`src/rtl/delay_timer_multi.sv`:
```
// delay_timer_multi: multi-channel programmable microsecond delay timer.
// Each channel counts whole microseconds with a prescaler (FREQ_MHZ clk
// cycles per microsecond) feeding a microsecond down-counter. Channels run
// one-shot or periodic and are completely independent of each other.
//
// Optional feature: define DELAY_TIMER_MULTI_PAUSE_EN to add the pause[]
// input, which freezes a running channel's counters while it is held high.
//
// state   | meaning
// --------+----------------------------------------------------------------
// IDLE    | channel inactive; no timing in progress, done = 0
// RUN     | counting toward the next expiry; busy = 1
// DONE    | one-shot (or zero delay) expiry reached; done = 1 until start/abort
module delay_timer_multi #(
  parameter int FREQ_MHZ    = 50,
  parameter int NUM_CH      = 4,
  parameter int DELAY_WIDTH = 16
) (
  input  logic                          clk,
  input  logic                          rst,
  input  logic [NUM_CH-1:0]             start,
  input  logic [NUM_CH-1:0]             abort,
  input  logic [NUM_CH-1:0]             periodic,
  input  logic [NUM_CH*DELAY_WIDTH-1:0] delay_us,
`ifdef DELAY_TIMER_MULTI_PAUSE_EN
  input  logic [NUM_CH-1:0]             pause,
`endif
  output logic [NUM_CH-1:0]             busy,
  output logic [NUM_CH-1:0]             done,
  output logic [NUM_CH-1:0]             expire
);

  localparam int PW = (FREQ_MHZ > 1) ? $clog2(FREQ_MHZ) : 1;
  localparam logic [PW-1:0]          PRESC_MAX = PW'(FREQ_MHZ - 1);
  localparam logic [DELAY_WIDTH-1:0] REM_ONE   = DELAY_WIDTH'(1);

  typedef enum logic [1:0] {
    ST_IDLE = 2'd0,
    ST_RUN  = 2'd1,
    ST_DONE = 2'd2
  } state_t;

  for (genvar i = 0; i < NUM_CH; i++) begin : g_ch
    state_t                 state_q, state_d;
    logic [PW-1:0]          presc_q, presc_d;
    logic [DELAY_WIDTH-1:0] rem_q, rem_d;
    logic [DELAY_WIDTH-1:0] reload_q, reload_d;
    logic                   mode_q, mode_d;
    logic                   busy_q, done_q, expire_q;
    logic                   busy_d, done_d, expire_d;
    logic                   expire_evt;
    logic                   run_en;
    logic [DELAY_WIDTH-1:0] delay_in;
    logic [PW-1:0]          base_presc;
    logic [DELAY_WIDTH-1:0] base_rem;
    logic [DELAY_WIDTH-1:0] base_reload;
    logic                   base_mode;
    logic                   tick_wrap;
    logic                   tick_hit;

    assign delay_in = delay_us[i*DELAY_WIDTH +: DELAY_WIDTH];

`ifdef DELAY_TIMER_MULTI_PAUSE_EN
    assign run_en = ~pause[i];
`else
    assign run_en = 1'b1;
`endif

    // The start cycle itself is the first prescaler tick (it is cycle 0 of
    // the delay), so a start ticks from the freshly loaded values rather
    // than from the old counters. This puts expiry in cycle N*FREQ_MHZ.
    assign base_presc  = start[i] ? '0          : presc_q;
    assign base_rem    = start[i] ? delay_in    : rem_q;
    assign base_reload = start[i] ? delay_in    : reload_q;
    assign base_mode   = start[i] ? periodic[i] : mode_q;
    assign tick_wrap   = (base_presc == PRESC_MAX);
    assign tick_hit    = tick_wrap && (base_rem == REM_ONE);

    // Next-state and counter update: abort beats start, start beats expiry.
    always_comb begin
      state_d    = state_q;
      presc_d    = presc_q;
      rem_d      = rem_q;
      reload_d   = reload_q;
      mode_d     = mode_q;
      expire_evt = 1'b0;
      if (abort[i]) begin
        state_d = ST_IDLE;
        presc_d = '0;
        rem_d   = '0;
      end else if (start[i] && (delay_in == '0)) begin
        // Zero delay expires once and parks in DONE even in periodic mode,
        // otherwise it would re-trigger every cycle.
        state_d    = ST_DONE;
        presc_d    = '0;
        rem_d      = '0;
        reload_d   = '0;
        mode_d     = periodic[i];
        expire_evt = 1'b1;
      end else if (start[i] || (state_q == ST_RUN)) begin
        state_d  = ST_RUN;
        presc_d  = base_presc;
        rem_d    = base_rem;
        reload_d = base_reload;
        mode_d   = base_mode;
        if (run_en) begin
          if (!tick_wrap) begin
            presc_d = base_presc + PW'(1);
          end else begin
            presc_d = '0;
            if (!tick_hit) begin
              rem_d = base_rem - REM_ONE;
            end else begin
              expire_evt = 1'b1;
              if (base_mode) begin
                rem_d = base_reload;
              end else begin
                state_d = ST_DONE;
                rem_d   = '0;
              end
            end
          end
        end
      end
    end

    // Output decode from the next state so the flags register alongside it.
    always_comb begin
      busy_d   = (state_d == ST_RUN);
      done_d   = (state_d == ST_DONE);
      expire_d = expire_evt;
    end

    // State, counter and output registers with synchronous reset.
    always_ff @(posedge clk) begin
      if (rst) begin
        state_q  <= ST_IDLE;
        presc_q  <= '0;
        rem_q    <= '0;
        reload_q <= '0;
        mode_q   <= 1'b0;
        busy_q   <= 1'b0;
        done_q   <= 1'b0;
        expire_q <= 1'b0;
      end else begin
        state_q  <= state_d;
        presc_q  <= presc_d;
        rem_q    <= rem_d;
        reload_q <= reload_d;
        mode_q   <= mode_d;
        busy_q   <= busy_d;
        done_q   <= done_d;
        expire_q <= expire_d;
      end
    end

    assign busy[i]   = busy_q;
    assign done[i]   = done_q;
    assign expire[i] = expire_q;
  end

endmodule

```
`config.mk`:
```
export PLATFORM = sky130hd
export DESIGN_NAME = delay_timer_multi
export DESIGN_NICKNAME = d
export VERILOG_FILES = /design/src/rtl/delay_timer_multi.sv
export SDC_FILE = /design/constraint.sdc
export NUM_CORES = 1
export LEC_CHECK = 0
export ABC_AREA = 1
export BUFFER_PORTS_ARGS = -buffer_cell sky130_fd_sc_hd__buf_2
export CORE_ASPECT_RATIO = 1.75
export CORE_MARGIN = 1.5
export CORE_UTILIZATION = 28
export CTS_CLUSTER_SIZE = 10
export DETAILED_ROUTE_END_ITERATION = 12
export GPL_ROUTABILITY_DRIVEN = 0
export PLACE_DENSITY = 0.47
export SYNTH_ARGS = -nofsm -noshare
export SYNTH_HDL_FRONTEND = slang
export SYNTH_SLANG_ARGS = --single-unit
export TNS_END_PERCENT = 1
```
`constraint.sdc`:
```
create_clock -name clk -period 2 [get_ports clk]
set_input_delay 0.2 -clock clk [delete_from_list [all_inputs] [get_ports clk]]
set_output_delay 0.2 -clock clk [all_outputs]
set_load 0.02 [all_outputs]
```
* After elaboration in Yosys (flattened, before gate mapping)
Index checks and enable logic that the tools add are counted.
** Word-level totals
- Bits in latches :: 0
- Memory bits (read-only) :: 0
- Output and inout bits :: 12
- Bits in registers :: 176
- Input port bits :: 78
- Memory bits (writable) :: 0
- Memories kept :: 0
** Cells by class
- Muxes and demuxes :: 88
- Eq/ne operators :: 20
- Magnitude comparators :: 0
- Multipliers :: 0
- Bitwise logic cells :: 4
- Shift operators :: 0
- $add $sub $neg :: 8
- Reduce and logical (&&, ||, !) cells :: 32
- Divide/modulo/power cells :: 0
** Operators by type and width (number)
- $mux W16 :: 28
- $eq A16 B1 Y1 const B :: 4
- $logic_not A16 Y1 :: 4
- $sub A16 B1 Y16 const B :: 4
- $mux W2 :: 24
- $mux W6 :: 8
- $mux W1 :: 28
- $add A6 B1 Y6 const B :: 4
- $eq A6 B6 Y1 const B :: 4
- $eq A2 B1 Y1 const B :: 8
- $reduce_or A3 Y1 :: 4
- $eq A2 B2 Y1 const B :: 4
- $logic_and A1 B1 Y1 :: 8
- $reduce_and A2 Y1 :: 4
- $reduce_bool A2 Y1 :: 4
- $reduce_or A2 Y1 :: 4
- $logic_or A1 B1 Y1 :: 4
- $not A1 Y1 :: 4

* Longest topological paths before layout
Gate-level depths: netlist of run 1.
- Depth in word-level cells :: 9
- Gate-level depth with buffers :: 19
- Depth with buffers taken out :: 16

* Least setup slack after synthesis of run 1
Ideal clock, no wire load.
- Path kind :: input to register
- Start :: in start[2]
- End :: reg g_ch[2].rem_q[13]
- Stages on the path :: 19
- Path slack :: -5 ps
- Data arrival time :: 1935 ps
- Path buffers :: 4
- Library setup time :: 70 ps
- Cell sequence :: buf_6 -> inv_4 -> buf_6 -> buf_6 -> nand2_1 -> nand2_1 -> inv_1 -> ha_1 -> inv_1 -> nor2_1 -> nand2_1 -> nor2_4 -> nand3_4 -> nor2_4 -> buf_6 -> nand2_1 -> nand3_1 -> nand2_1 -> a21oi_1
** On the way
- Word-level cells in the longest chain between the ends :: 5
- Elaborated cells between the ends (all ways) :: 14
- Those cells by class :: add/sub (1); eq/ne (2); mux (7); reduce/logical (4)
** Ends and longest elaborated chain
- start, declared :: RTL line 21 : input logic [NUM_CH-1:0] start,
- parallel branches: the longest is 5 deep, another holds $sub A16 B1 Y16
- end signal, assigned :: RTL line 148 : rem_q <= rem_d;
- end, declared :: RTL line 46 : logic [DELAY_WIDTH-1:0] rem_q, rem_d;
Parallel ways; which one is timed is not known.
A chain may end at the register's enable or synchronous reset.

* Worst setup path after layout of run 1
- Start :: reg g_ch[1].presc_q[0]
- End :: reg g_ch[1].presc_q[2]
** On the way
- Word-level cells in the longest chain between the ends :: 3
- Elaborated cells between the ends (all ways) :: 4
- Those cells by class :: add/sub (1); eq/ne (1); mux (2)
** Ends and longest elaborated chain
- start, declared :: RTL line 45 : logic [PW-1:0] presc_q, presc_d;
- start signal, assigned :: RTL line 147 : presc_q <= presc_d;
- $mux W6 * :: RTL line 72 : assign base_presc = start[i] ? '0 : presc_q;
- $add A6 B1 Y6 / $eq A6 B6 Y1 (equally long branches) :: RTL line 108, 76
- $mux W6 * :: RTL line 107 : if (!tick_wrap) begin
Every way passes the cells marked *; elsewhere a longest branch is shown, timed or not.

==> results.md, run 1 <==
- Ys Warns: 0
- Tcrit/Tclk final: 94.2%
- Power share of the clock group: 37.1%
- Final net count: 2,369
- DR WL/cell: 14.8 um
- WP data arrival: 2.24 ns
- CP Capture Point: g_ch[1].presc_q[2]$_SDFFE_PP0N_
- Finish-stage setup viols: 0
- Vias/cell: 4.67
- Non-filler instance count after layout: 2,838
- Number of cell rows: 98
- Cell count after synthesis: 1,970
- H-tree levels: 4
- Setup TNS: 0 ns
- Met3 Usage GRT: 2.26%
- Total power: 8.97 mW
- WHS: 0.0235 ns
- WS Path Type: reg -> reg
- R2R Path End: g_ch[1].presc_q[2]$_SDFFE_PP0N_
- Worst setup path start: g_ch[1].presc_q[0]$_SDFFE_PP0N_
- Seq/Total Area, Yosys: 30.2%
- Most frequent cells in the layout: nand2_1, buf_4, a21oi_1
- CORE AREA: 0.0410 mm^2
- Vias in the first global route: 13,316
- GR Util All Layers: 20.0%
- Comb pwr share: 22.2%
- Final min period: 1.88 ns
- Power Dens Cells: 586 mW/mm^2
- GRT busiest layer: met2
- Met1 usage: 19.8%
- Hold/Removal Path Class: in -> reg
- Later-pin clock latency in the skew report: 0.47 ns
- Drt initial violations: 577
- Post-Syn Nets: 2,064
- Mean post-synth cell area: 5.93 um^2
- Skew final: 0.0160 ns
- Num CTS Buffers: 17
- Critical-path maximum fanout: 11
- P&R area growth vs syn: 31.1%
- Switch Pwr: 2.91 mW
- Dpl cells: 2,803
- F_max: 531 MHz
- Worst slew pin tran: 0.674 ns
- Max-slew violations: 0
- Horiz. Die Dim: 157 um
- Total number of vias: 13,249
- Int Pwr: 6.06 mW
- Net Sw Frac: 32.4%
- Cell Area, Synth: 0.0117 mm^2
- Initial antenna violation count: 0
- Grt total ovfl: 0
- Clk slew on worst S/H paths: 0.08 ns
- R2R cell count: 13
- Largest net degree at the start of global routing: 36
- Total Die Area: 0.0430 mm^2
- Critical Path End Type: flip-flop
- GR Layer Usage met2: 40.3%
- Flop pwr share: 40.7%
- Worst rel slew slack: 55.0%
- CTS tree: yes
- Post-DP HPWL: 33,200 um
- Initial Util: 28.5%
- Leak Pwr: 6.83 nW
- ANT cells: 0
- Clock Tree Buf Depth: 2
- Clk root buf: clkbuf_16
- First-pass GRT wire length: 66,800 um
- Drt drc: 0
- Status: finished, final reports clean
- Final Hold Vio Count: 0
- Yosys cell types: 41
- Reg2reg start: g_ch[1].presc_q[0]$_SDFFE_PP0N_
- Max Cap Viol: 0
- Io pins: 90
- RSZ-0062 raised after global routing: yes
- Post-DRT Antenna Nets: 0
- WHS Path Cells: 3
- Reg2Reg Setup Slack: 0.12 ns
- Worst setup SP type: flip-flop
- Share of post-route cells with drive strength above 1: 23.1%
- Worst vdd ir: 409 uV
- Worst Path Required: 2.36 ns
- I/O Buffers: 89
- Commonest non-fill, non-tap cell in the layout: nand2_1
- DR pass1 iterations: 6
- Number of synthesized register bits: 176
- Routed WL: 42,100 um
- Die Span Y: 273 um
- TritonCTS Sinks: 176
## worst min path at each step
stage / startpoint / slack (ns) / endpoint
after floorplan: abort[0] / 0.33 / g_ch[0].busy_q$_SDFF_PP0_
after global placement: g_ch[0].reload_q[8]$_SDFFE_PP0P_ / 0.45 / g_ch[0].reload_q[8]$_SDFFE_PP0P_
after detailed placement: g_ch[2].reload_q[0]$_SDFFE_PP0P_ / 0.45 / g_ch[2].reload_q[0]$_SDFFE_PP0P_
after CTS: abort[0] / 0.004 / g_ch[0].busy_q$_SDFF_PP0_
after global routing: abort[0] / 0.03 / g_ch[0].done_q$_SDFF_PP0_
final: abort[0] / 0.02 / g_ch[0].busy_q$_SDFF_PP0_
## Yosys cell counts
cell | number | area [um^2]
and2_1 | 3 | 18.8
buf_2 | 15 | 75.1
o21ai_2 | 1 | 8.76
a21oi_1 | 216 | 1080
a211oi_1 | 5 | 37.5
nor2_4 | 11 | 124
nand3_2 | 3 | 30.0
nand2_2 | 19 | 119
nand4_1 | 10 | 62.6
ha_1 | 16 | 200
nor3b_1 | 3 | 22.5
and3_1 | 1 | 6.26
xor2_1 | 22 | 193
nand3_1 | 111 | 556
nand2_1 | 806 | 3030
a21oi_2 | 5 | 43.8
clkbuf_1 | 45 | 169
nor3_1 | 18 | 90.1
dfxtp_1 | 176 | 3520
inv_2 | 8 | 30.0
xnor2_1 | 2 | 17.5
o22ai_1 | 9 | 56.3
o21a_1 | 1 | 7.51
o21bai_1 | 2 | 15.0
a21boi_0 | 8 | 60.1
nand3_4 | 2 | 35.0
buf_1 | 4 | 15.0
a31oi_1 | 9 | 56.3
nor2_1 | 163 | 612
nor4_1 | 3 | 18.8
buf_4 | 12 | 90.1
or2_2 | 8 | 50.1
o221ai_1 | 5 | 43.8
inv_1 | 156 | 586
nor2_2 | 22 | 138
inv_4 | 2 | 12.5
o211ai_1 | 9 | 67.6
o21ai_1 | 5 | 25.0
o21ai_0 | 39 | 195
or2_1 | 1 | 6.26
buf_6 | 14 | 158
## metrics by stage
step | util [%] | worst slack (ns) | area, um^2
2_1_floorplan | - | 0.0198 | 11700
3_3_place_gp | 35.6 | -0.146 | 14600
3_5_place_dp | 35.6 | -0.138 | 14600
4_1_cts | 36.9 | 0.0152 | 15100
5_1_grt | 37.4 | -0.0394 | 15300
6_report | 37.4 | 0.116 | 15300
## repair_timing
item | in CTS | in global routing
gates resized for setup | 0 | 50
hold buffers | 1 | 0
endpoints found under the setup margin | 0 | 73
hold endpoints to repair | 1 | 0
buffers inserted | 0 | 2
## final cells by class
cell class                 instances  area (um^2)
clock inverter                    14          118
fill                            4571        25600
sequential                       176         3520
tap                              550          688
clock buffer                      18          439
multi-input combinational       1538         7180
timing repair buffer             376         2730
inverter                         166          631
## worst max-delay path, cell delays in order (launching register included)
cell     delay [ns]
dfxtp_2        0.33
inv_2          0.04
nor2_2         0.11
ha_2           0.17
nor3b_4        0.21
nand3_4        0.13
buf_6          0.15
inv_1          0.07
buf_4          0.21
nor2_2         0.05
inv_1          0.11
nor2_1         0.05
a21oi_1        0.11
nor2_1         0.05
## cell families after synthesis
kind of cell / Yosys count / share of synthesized area, %
simple gates: 1184 / 42.1
buf+inv: 256 / 9.72
compound gates: 314 / 14.5
fa+ha+maj: 16 / 1.71
flops: 176 / 30.2
xor+xnor: 24 / 1.80
## registers in the layout, summed over array words and instances, names as in the netlist
| register | cells |
|---|---|
| g_ch.busy_q | 4 |
| g_ch.done_q | 4 |
| g_ch.expire_q | 4 |
| g_ch.mode_q | 4 |
| g_ch.presc_q | 24 |
| g_ch.reload_q | 64 |
| g_ch.rem_q | 64 |
| g_ch.state_q | 8 |
## power by group through the flow
| stage | registers (mW) | clock network (mW) | logic (mW) |
|---|---|---|---|
| floorplan | 3.72 | 0 | 1.08 |
| global placement | 3.73 | 0 | 1.96 |
| detailed placement | 3.73 | 0 | 1.97 |
| CTS | 3.65 | 3.47 | 1.98 |
| global route | 3.66 | 3.58 | 2.21 |
| finish | 3.65 | 3.33 | 1.99 |
## per-layer routing
metal  wire (um)  vias to the layer above
met5           0                        -
met2       23400                      216
met1       16100                     6082
met3         935                       79
li1            -                     6872
met4        1610                        0
Note: power is estimated with default switching activity, not from simulation.
==> inputs of run 2 (changes only) <==
--- a/config.mk
+++ b/config.mk
@@ -13,6 +13,7 @@
 export CTS_CLUSTER_SIZE = 10
 export DETAILED_ROUTE_END_ITERATION = 12
 export GPL_ROUTABILITY_DRIVEN = 0
+export HOLD_SLACK_MARGIN = 0.12
 export PLACE_DENSITY = 0.47
 export SYNTH_ARGS = -nofsm -noshare
 export SYNTH_HDL_FRONTEND = slang
==> constraint.sdc (replaced) <==
create_clock -name clk -period 1.61 [get_ports clk]
set_input_delay 0.161 -clock clk [delete_from_list [all_inputs] [get_ports clk]]
set_output_delay 0.161 -clock clk [all_outputs]
set_load 0.02 [all_outputs]
==> run 2 against run 1 <==
Against the previous run: sequential power is 24% higher; the run now ends with negative setup slack left; design area is 8.5% higher; utilization is 3.2 points higher; global-route usage is 0.85 points higher; largest power group unchanged; combinational power is 36% higher.
==> results.md, run 2 (synthesized netlist as in run 1, its figures left out) <==
- Status: finished, violations left
- Failing checks: negative setup slack
- Cell Chain, Critical Path: inv_2, nor2_4, ha_2, nor3b_4, nand3_2, nor2_4, nand3_4, nor2_4, buf_12, nand2_1, nand3_1, nand2_1, a21oi_1
- Total power: 11.6 mW (+29%)
- Post-DRT Antenna Nets: 0 (unchanged)
- Max-slew violations: 0 (unchanged)
- Grt total ovfl: 0 (unchanged)
- Critical-path maximum fanout: 8 (-3)
- WHS: 0.147 ns (+0.123 ns)
- First-pass GRT wire length: 69,500 um (+4.1%)
- Worst slew pin tran: 0.757 ns (+0.0825 ns)
- WP data arrival: 2.26 ns (+0.02 ns)
- Setup TNS: -14.38 ns (-14.38 ns)
- F_max: 534 MHz (+0.52%)
- Final net count: 2,468 (+4.2%)
- CORE AREA: 0.0410 mm^2 (unchanged)
- Skew final: 0.0186 ns (+0.00256 ns)
- CP most frequent cell: nor2_4
- Finish-stage setup viols: 94 (+94)
- Final core occ: 40.6% (+3.2 points)
- Worst setup SP type: flip-flop
- GR Util All Layers: 20.8% (+0.85 points)
- DR WL/cell: 14.9 um (+0.32%)
- Horiz. Die Dim: 157 um (unchanged)
- I/O Buffers: 89 (unchanged)
- Final min period: 1.87 ns (-0.00972 ns)
- Vias in the first global route: 13,947 (+4.7%)
- Total Die Area: 0.0430 mm^2 (unchanged)
- Initial antenna violation count: 0 (unchanged)
- Worst Path Required: 2.00 ns (-0.36 ns)
- Later-pin clock latency in the skew report: 0.48 ns (about the same)
- RSZ-0062 raised after global routing: yes
- Die Span Y: 273 um (unchanged)
- Crit path largest cell delay: 0.33 ns (about the same)
- Vias/cell: 4.67 (+0.11%)
- TritonCTS Sinks: 176 (unchanged)
- Clk slew on worst S/H paths: 0.08 ns (about the same)
- Io pins: 90 (unchanged)
- Slowest library cell on the worst path: dfxtp_2
- Worst vdd ir: 531 uV (+30%)
- WS Path Type: reg -> reg
- CTS tree: yes
- Share of post-route cells with drive strength above 1: 30.7% (+7.5 points)
- Post-DP HPWL: 33,800 um (+1.9%)
- Clk root buf: clkbuf_16
- Most frequent cells in the layout: nand2_1, buf_4, a21oi_1
- Critical Path End Type: flip-flop
- Tcrit/Tclk final: 116% (+22 points)
- Initial Util: 28.5% (unchanged)
- Final Hold Vio Count: 0 (unchanged)
- Crit path buf inv count: 2 (-3)
- P&R area growth vs syn: 42.2%
- Commonest non-fill, non-tap cell in the layout: nand2_1
- Worst rel slew slack: 49.0% (-6.0 points)
- Worst setup margin: -0.264 ns (-0.380 ns)
- Total number of vias: 13,726 (+3.6%)
- Hold/Removal Path Class: in -> reg
- Drt initial violations: 679 (+18%)
- Crit-path leading delay family: simple AND/OR/NAND/NOR gates
- Routed WL: 43,700 um (+3.8%)
- Number of cell rows: 98 (unchanged)
- Drt drc: 0 (unchanged)
- Power Dens Cells: 697 mW/mm^2 (+19%)
- Pre-CTS setup slack: -0.505 ns (-0.367 ns)
- H-tree levels: 4 (unchanged)
- Num CTS Buffers: 17 (unchanged)
- Leak Pwr: 7.42 nW (+8.7%)
- DR pass1 iterations: 5 (-1)
- Max Cap Viol: 0 (unchanged)
- Largest net degree at the start of global routing: 46 (+28%)
- Largest regs: g_ch.reload_q: 64 flops, g_ch.rem_q: 64 flops, g_ch.presc_q: 24 flops
- Clock Tree Buf Depth: 2 (unchanged)
- ANT cells: 0 (unchanged)
-- run 2: final timing paths --
| kind | startpoint | to | slack (ns) | cells after the start |
|---|---|---|---|---|
| hold reg to reg | g_ch[3].reload_q[1]$_SDFFE_PP0P_ | g_ch[3].reload_q[1]$_SDFFE_PP0P_ | 0.46 | 2 |
| setup reg to reg | g_ch[1].presc_q[0]$_SDFFE_PP0N_ | g_ch[1].rem_q[15]$_SDFFE_PP0N_ | -0.26 | 13 |
| hold / removal | delay_us[8] | g_ch[0].reload_q[8]$_SDFFE_PP0P_ | 0.15 | 5 |
| setup / recovery | g_ch[1].presc_q[0]$_SDFFE_PP0N_ | g_ch[1].rem_q[15]$_SDFFE_PP0N_ | -0.26 | 13 |
-- run 2: worst min-delay path: stages --
cell and delay [ns]:
buf_2 0.11, nand2_1 0.09, nand2_1 0.08, nand2_1 0.07, a21oi_1 0.06
-- run 2: per-layer routing --
| metal | vias to the layer above | wire [um] | share of wire [%] | track usage, % |
|---|---|---|---|---|
| met5 | - | 0 | 0 | 0 |
| met4 | 0 | 2150 | 4.9 | 11.1 |
| met3 | 103 | 1150 | 2.6 | 2.60 |
| met2 | 244 | 24200 | 55 | 41.4 |
| met1 | 6312 | 16200 | 37 | 20.4 |
| li1 | 7067 | - | - | - |
-- run 2: timing repair --
item / in CTS / in global routing
pin swaps: 21 / 50
setup endpoints to repair: 116 / 132
gates resized for setup: 80 / 126
endpoints found under the hold margin: 19 / 0
cloned: 1 / 0
buffers inserted: 15 / 3
hold buffers: 6 / 0
-- run 2: report_power, final --
group | leakage (nW) | internal [mW] | total, mW | switching, mW
Sequential | 1.43 | 4.48 | 4.54 | 0.0600
Clock | 0.284 | 2.25 | 4.32 | 2.07
Combinational | 5.71 | 1.14 | 2.71 | 1.57
Total | 7.42 | 7.87 | 11.6 | 3.70
-- run 2: cell type report --
| type | instances | area (um^2) |
|---|---|---|
| clock buffer | 20 | 457 |
| clock inverter | 12 | 124 |
| fill | 4449 | 24300 |
| inverter | 166 | 636 |
| multi-input combinational | 1538 | 7600 |
| sequential | 176 | 3530 |
| tap | 550 | 688 |
| timing repair buffer | 475 | 3580 |
-- run 2: stage by stage --
step	instances	cell area, um^2
4_1_cts	2934	16200
5_1_grt	2937	16600
6_report	2937	16600
2_1_floorplan	1970	11700
3_3_place_gp	2880	15200
3_5_place_dp	2880	15200
==> inputs of run 3 (changes only) <==
--- a/config.mk
+++ b/config.mk
@@ -6,15 +6,16 @@
 export NUM_CORES = 1
 export LEC_CHECK = 0
 export ABC_AREA = 1
-export BUFFER_PORTS_ARGS = -buffer_cell sky130_fd_sc_hd__buf_2
 export CORE_ASPECT_RATIO = 1.75
 export CORE_MARGIN = 1.5
 export CORE_UTILIZATION = 28
+export CTS_BUF_LIST = sky130_fd_sc_hd__clkbuf_2
 export CTS_CLUSTER_SIZE = 10
 export DETAILED_ROUTE_END_ITERATION = 12
+export DONT_BUFFER_PORTS = 1
 export GPL_ROUTABILITY_DRIVEN = 0
 export HOLD_SLACK_MARGIN = 0.12
-export PLACE_DENSITY = 0.47
+export PLACE_DENSITY = 0.45
 export SYNTH_ARGS = -nofsm -noshare
 export SYNTH_HDL_FRONTEND = slang
 export SYNTH_SLANG_ARGS = --single-unit
==> run 3 against run 2 <==
Against the previous run: highest routed layer unchanged; the run ends with negative hold slack, negative setup slack left; design area is 2.5% higher; critical path type unchanged; largest cell class unchanged; clock power fell by 38%; maximum frequency decreased by 5.3%; clock skew is 0.050 ns higher.
==> results.md, run 3 (synthesized netlist as in run 1, its figures left out) <==
- WHS: -0.473 ns (-0.620 ns)
- Largest regs: g_ch.reload_q: 64 flops, g_ch.rem_q: 64 flops, g_ch.presc_q: 24 flops
- Total Die Area: 0.0430 mm^2 (unchanged)
- Total number of vias: 13,929 (+1.5%)
- Finish-stage setup viols: 96 (+2.1%)
- Cell Chain, Critical Path: inv_2, nor2_4, buf_4, dlygate4sd3_1, ha_1, nand4_1, xor2_1, nand2_1, a21oi_1
- Share of post-route cells with drive strength above 1: 23.3% (-7.3 points)
- Status: finished, violations left
- Num CTS Buffers: 17 (unchanged)
- Int Pwr: 6.68 mW (-15%)
- F_max: 505 MHz (-5.3%)
- Slowest library cell on the worst path: dlygate4sd3_1
- Total power: 10.1 mW (-13%)
- Switch Pwr: 3.38 mW (-8.6%)
- Clock Tree Buf Depth: 2 (unchanged)
- Commonest non-fill, non-tap cell in the layout: nand2_1
- DR pass1 iterations: 5 (unchanged)
- Post-DRT Antenna Nets: 0 (unchanged)
- Fillers: 4,495 (+1.0%)
- Drt drc: 0 (unchanged)
- TritonCTS Sinks: 176 (unchanged)
- Max-slew violations: 0 (unchanged)
- Flop pwr share: 45.4% (+6.2 points)
- Max Cap Viol: 0 (unchanged)
- H-tree levels: 4 (unchanged)
- Non-filler instance count after layout: 2,961 (+0.82%)
- Tcrit/Tclk final: 123% (+6.6 points)
- Crit path largest cell delay: 0.63 ns (+0.30 ns)
- Horiz. Die Dim: 157 um (unchanged)
- Largest net degree at the start of global routing: 73 (+59%)
- Net Sw Frac: 33.6% (+1.6 points)
- Worst vdd ir: 338 uV (-36%)
- Final Hold Vio Count: 78 (+78)
- Vias in the first global route: 14,110 (+1.2%)
- Critical-path maximum fanout: 3 (-5)
- Vias/cell: 4.70 (+0.66%)
- Power Dens Cells: 592 mW/mm^2 (-15%)
- Grt total ovfl: 0 (unchanged)
- RSZ-0062 raised after global routing: yes
- Die Span Y: 273 um (unchanged)
- Critical Path End Type: flip-flop
- Worst setup margin: -0.370 ns (-0.106 ns)
- Drt initial violations: 554 (-18%)
- Worst Path Required: 2.44 ns (+0.44 ns)
- P&R area growth vs syn: 45.7%
- Worst slew pin tran: 0.581 ns (-0.176 ns)
- Skew final: 0.0685 ns (+0.0500 ns)
- Routed WL: 43,900 um (+0.48%)
- Initial Util: 28.5% (unchanged)
- Clk root buf: clkbuf_2
- CTS tree: yes
- Power share of the clock group: 26.8% (-10 points)
- Leak Pwr: 7.33 nW (-1.2%)
- GR Util All Layers: 20.8% (about the same)
- Hold/Removal Path Class: in -> reg
- Post-DP HPWL: 32,100 um (-5.1%)
- I/O Buffers: 0 (-100%)
- CORE AREA: 0.0410 mm^2 (unchanged)
- Most frequent cells in the layout: nand2_1, buf_4, a21oi_1
- Initial antenna violation count: 1 (+1)
- Comb pwr share: 27.9% (+4.5 points)
- Worst setup SP type: flip-flop
- Io pins: 90 (unchanged)
- DR WL/cell: 14.8 um (-0.34%)
- Final net count: 2,493 (+1.0%)
- Dpl cells: 2,740 (-4.9%)
- First-pass GRT wire length: 70,100 um (+0.80%)
- Worst rel slew slack: 61.3% (+12 points)
- WP data arrival: 2.80 ns (+0.54 ns)
- WS Path Type: reg -> reg
- Later-pin clock latency in the skew report: 0.87 ns (+0.39 ns)
- Clk slew on worst S/H paths: 0.29 ns (+0.21 ns)
- Number of cell rows: 98 (unchanged)
- Final min period: 1.98 ns (+0.106 ns)
- Failing checks: negative hold slack, negative setup slack
-- run 3: critical path: cells and delay by family, from the launching register on --
family                     cells  cell delay, ns
AOI/OAI and AO/OA              1            0.11
xor gates and xnor gates       1            0.14
and+or+nand+nor                3            0.30
DFF                            1            0.40
buffers and inverters          3            0.79
adders and majority gates      1            0.21
-- run 3: layer usage --
metal  share of wire [%]  GRT usage [%]
met1                  38           20.8
met2                  55           41.5
met3                 2.8           2.49
met4                 3.9           9.73
met5                   0              0
-- run 3: final timing paths --
check                                          from                                 to  slack [ns]  cells after the start
setup / recovery    g_ch[1].presc_q[0]$_SDFFE_PP0N_    g_ch[1].presc_q[4]$_SDFFE_PP0N_       -0.37                      9
hold reg to reg   g_ch[1].reload_q[10]$_SDFFE_PP0P_  g_ch[1].reload_q[10]$_SDFFE_PP0P_        0.48                      2
hold / removal                             start[3]    g_ch[3].presc_q[3]$_SDFFE_PP0N_       -0.47                      3
setup reg to reg    g_ch[1].presc_q[0]$_SDFFE_PP0N_    g_ch[1].presc_q[4]$_SDFFE_PP0N_       -0.37                      9
-- run 3: power groups by stage --
stage          logic [mW]  registers, mW  clock network (mW)
2_1_floorplan        1.34           4.62                   0
3_3_place_gp         2.29           4.64                   0
3_5_place_dp         2.29           4.65                   0
4_1_cts              2.73           4.57                2.87
5_1_grt              3.09           4.59                3.00
6_report             2.81           4.57                2.69
-- run 3: through the flow --
step / setup slack [ns] / setup TNS, ns / utilization (%) / cell area [um^2]
2_1_floorplan: -0.331 / -14.54 / - / 11700
3_3_place_gp: -0.391 / -24.19 / 35.0 / 14300
3_5_place_dp: -0.408 / -27.40 / 35.0 / 14300
4_1_cts: -0.265 / -18.03 / 40.7 / 16700
5_1_grt: -0.484 / -33.26 / 41.6 / 17000
6_report: -0.370 / -18.52 / 41.6 / 17000
-- run 3: final cells by class --
| class | instances | area, um^2 | share of cell area [%] |
|---|---|---|---|
| antenna | 1 | 2.50 | 0.0147 |
| clock buffer | 18 | 90.1 | 0.529 |
| clock inverter | 12 | 160 | 0.941 |
| inverter | 166 | 631 | 3.71 |
| multi-input combinational | 1538 | 7440 | 43.7 |
| sequential | 176 | 3560 | 20.9 |
| tap | 550 | 688 | 4.04 |
| timing repair buffer | 500 | 4450 | 26.2 |
-- run 3: repair_timing --
| action | CTS | global route |
|---|---|---|
| cloned | 1 | 0 |
| resized for setup | 82 | 96 |
| endpoints found under the hold margin | 176 | 132 |
| pin swaps | 20 | 24 |
| setup buffers | 14 | 0 |
| hold buffers | 169 | 6 |
| setup endpoints to repair | 116 | 144 |
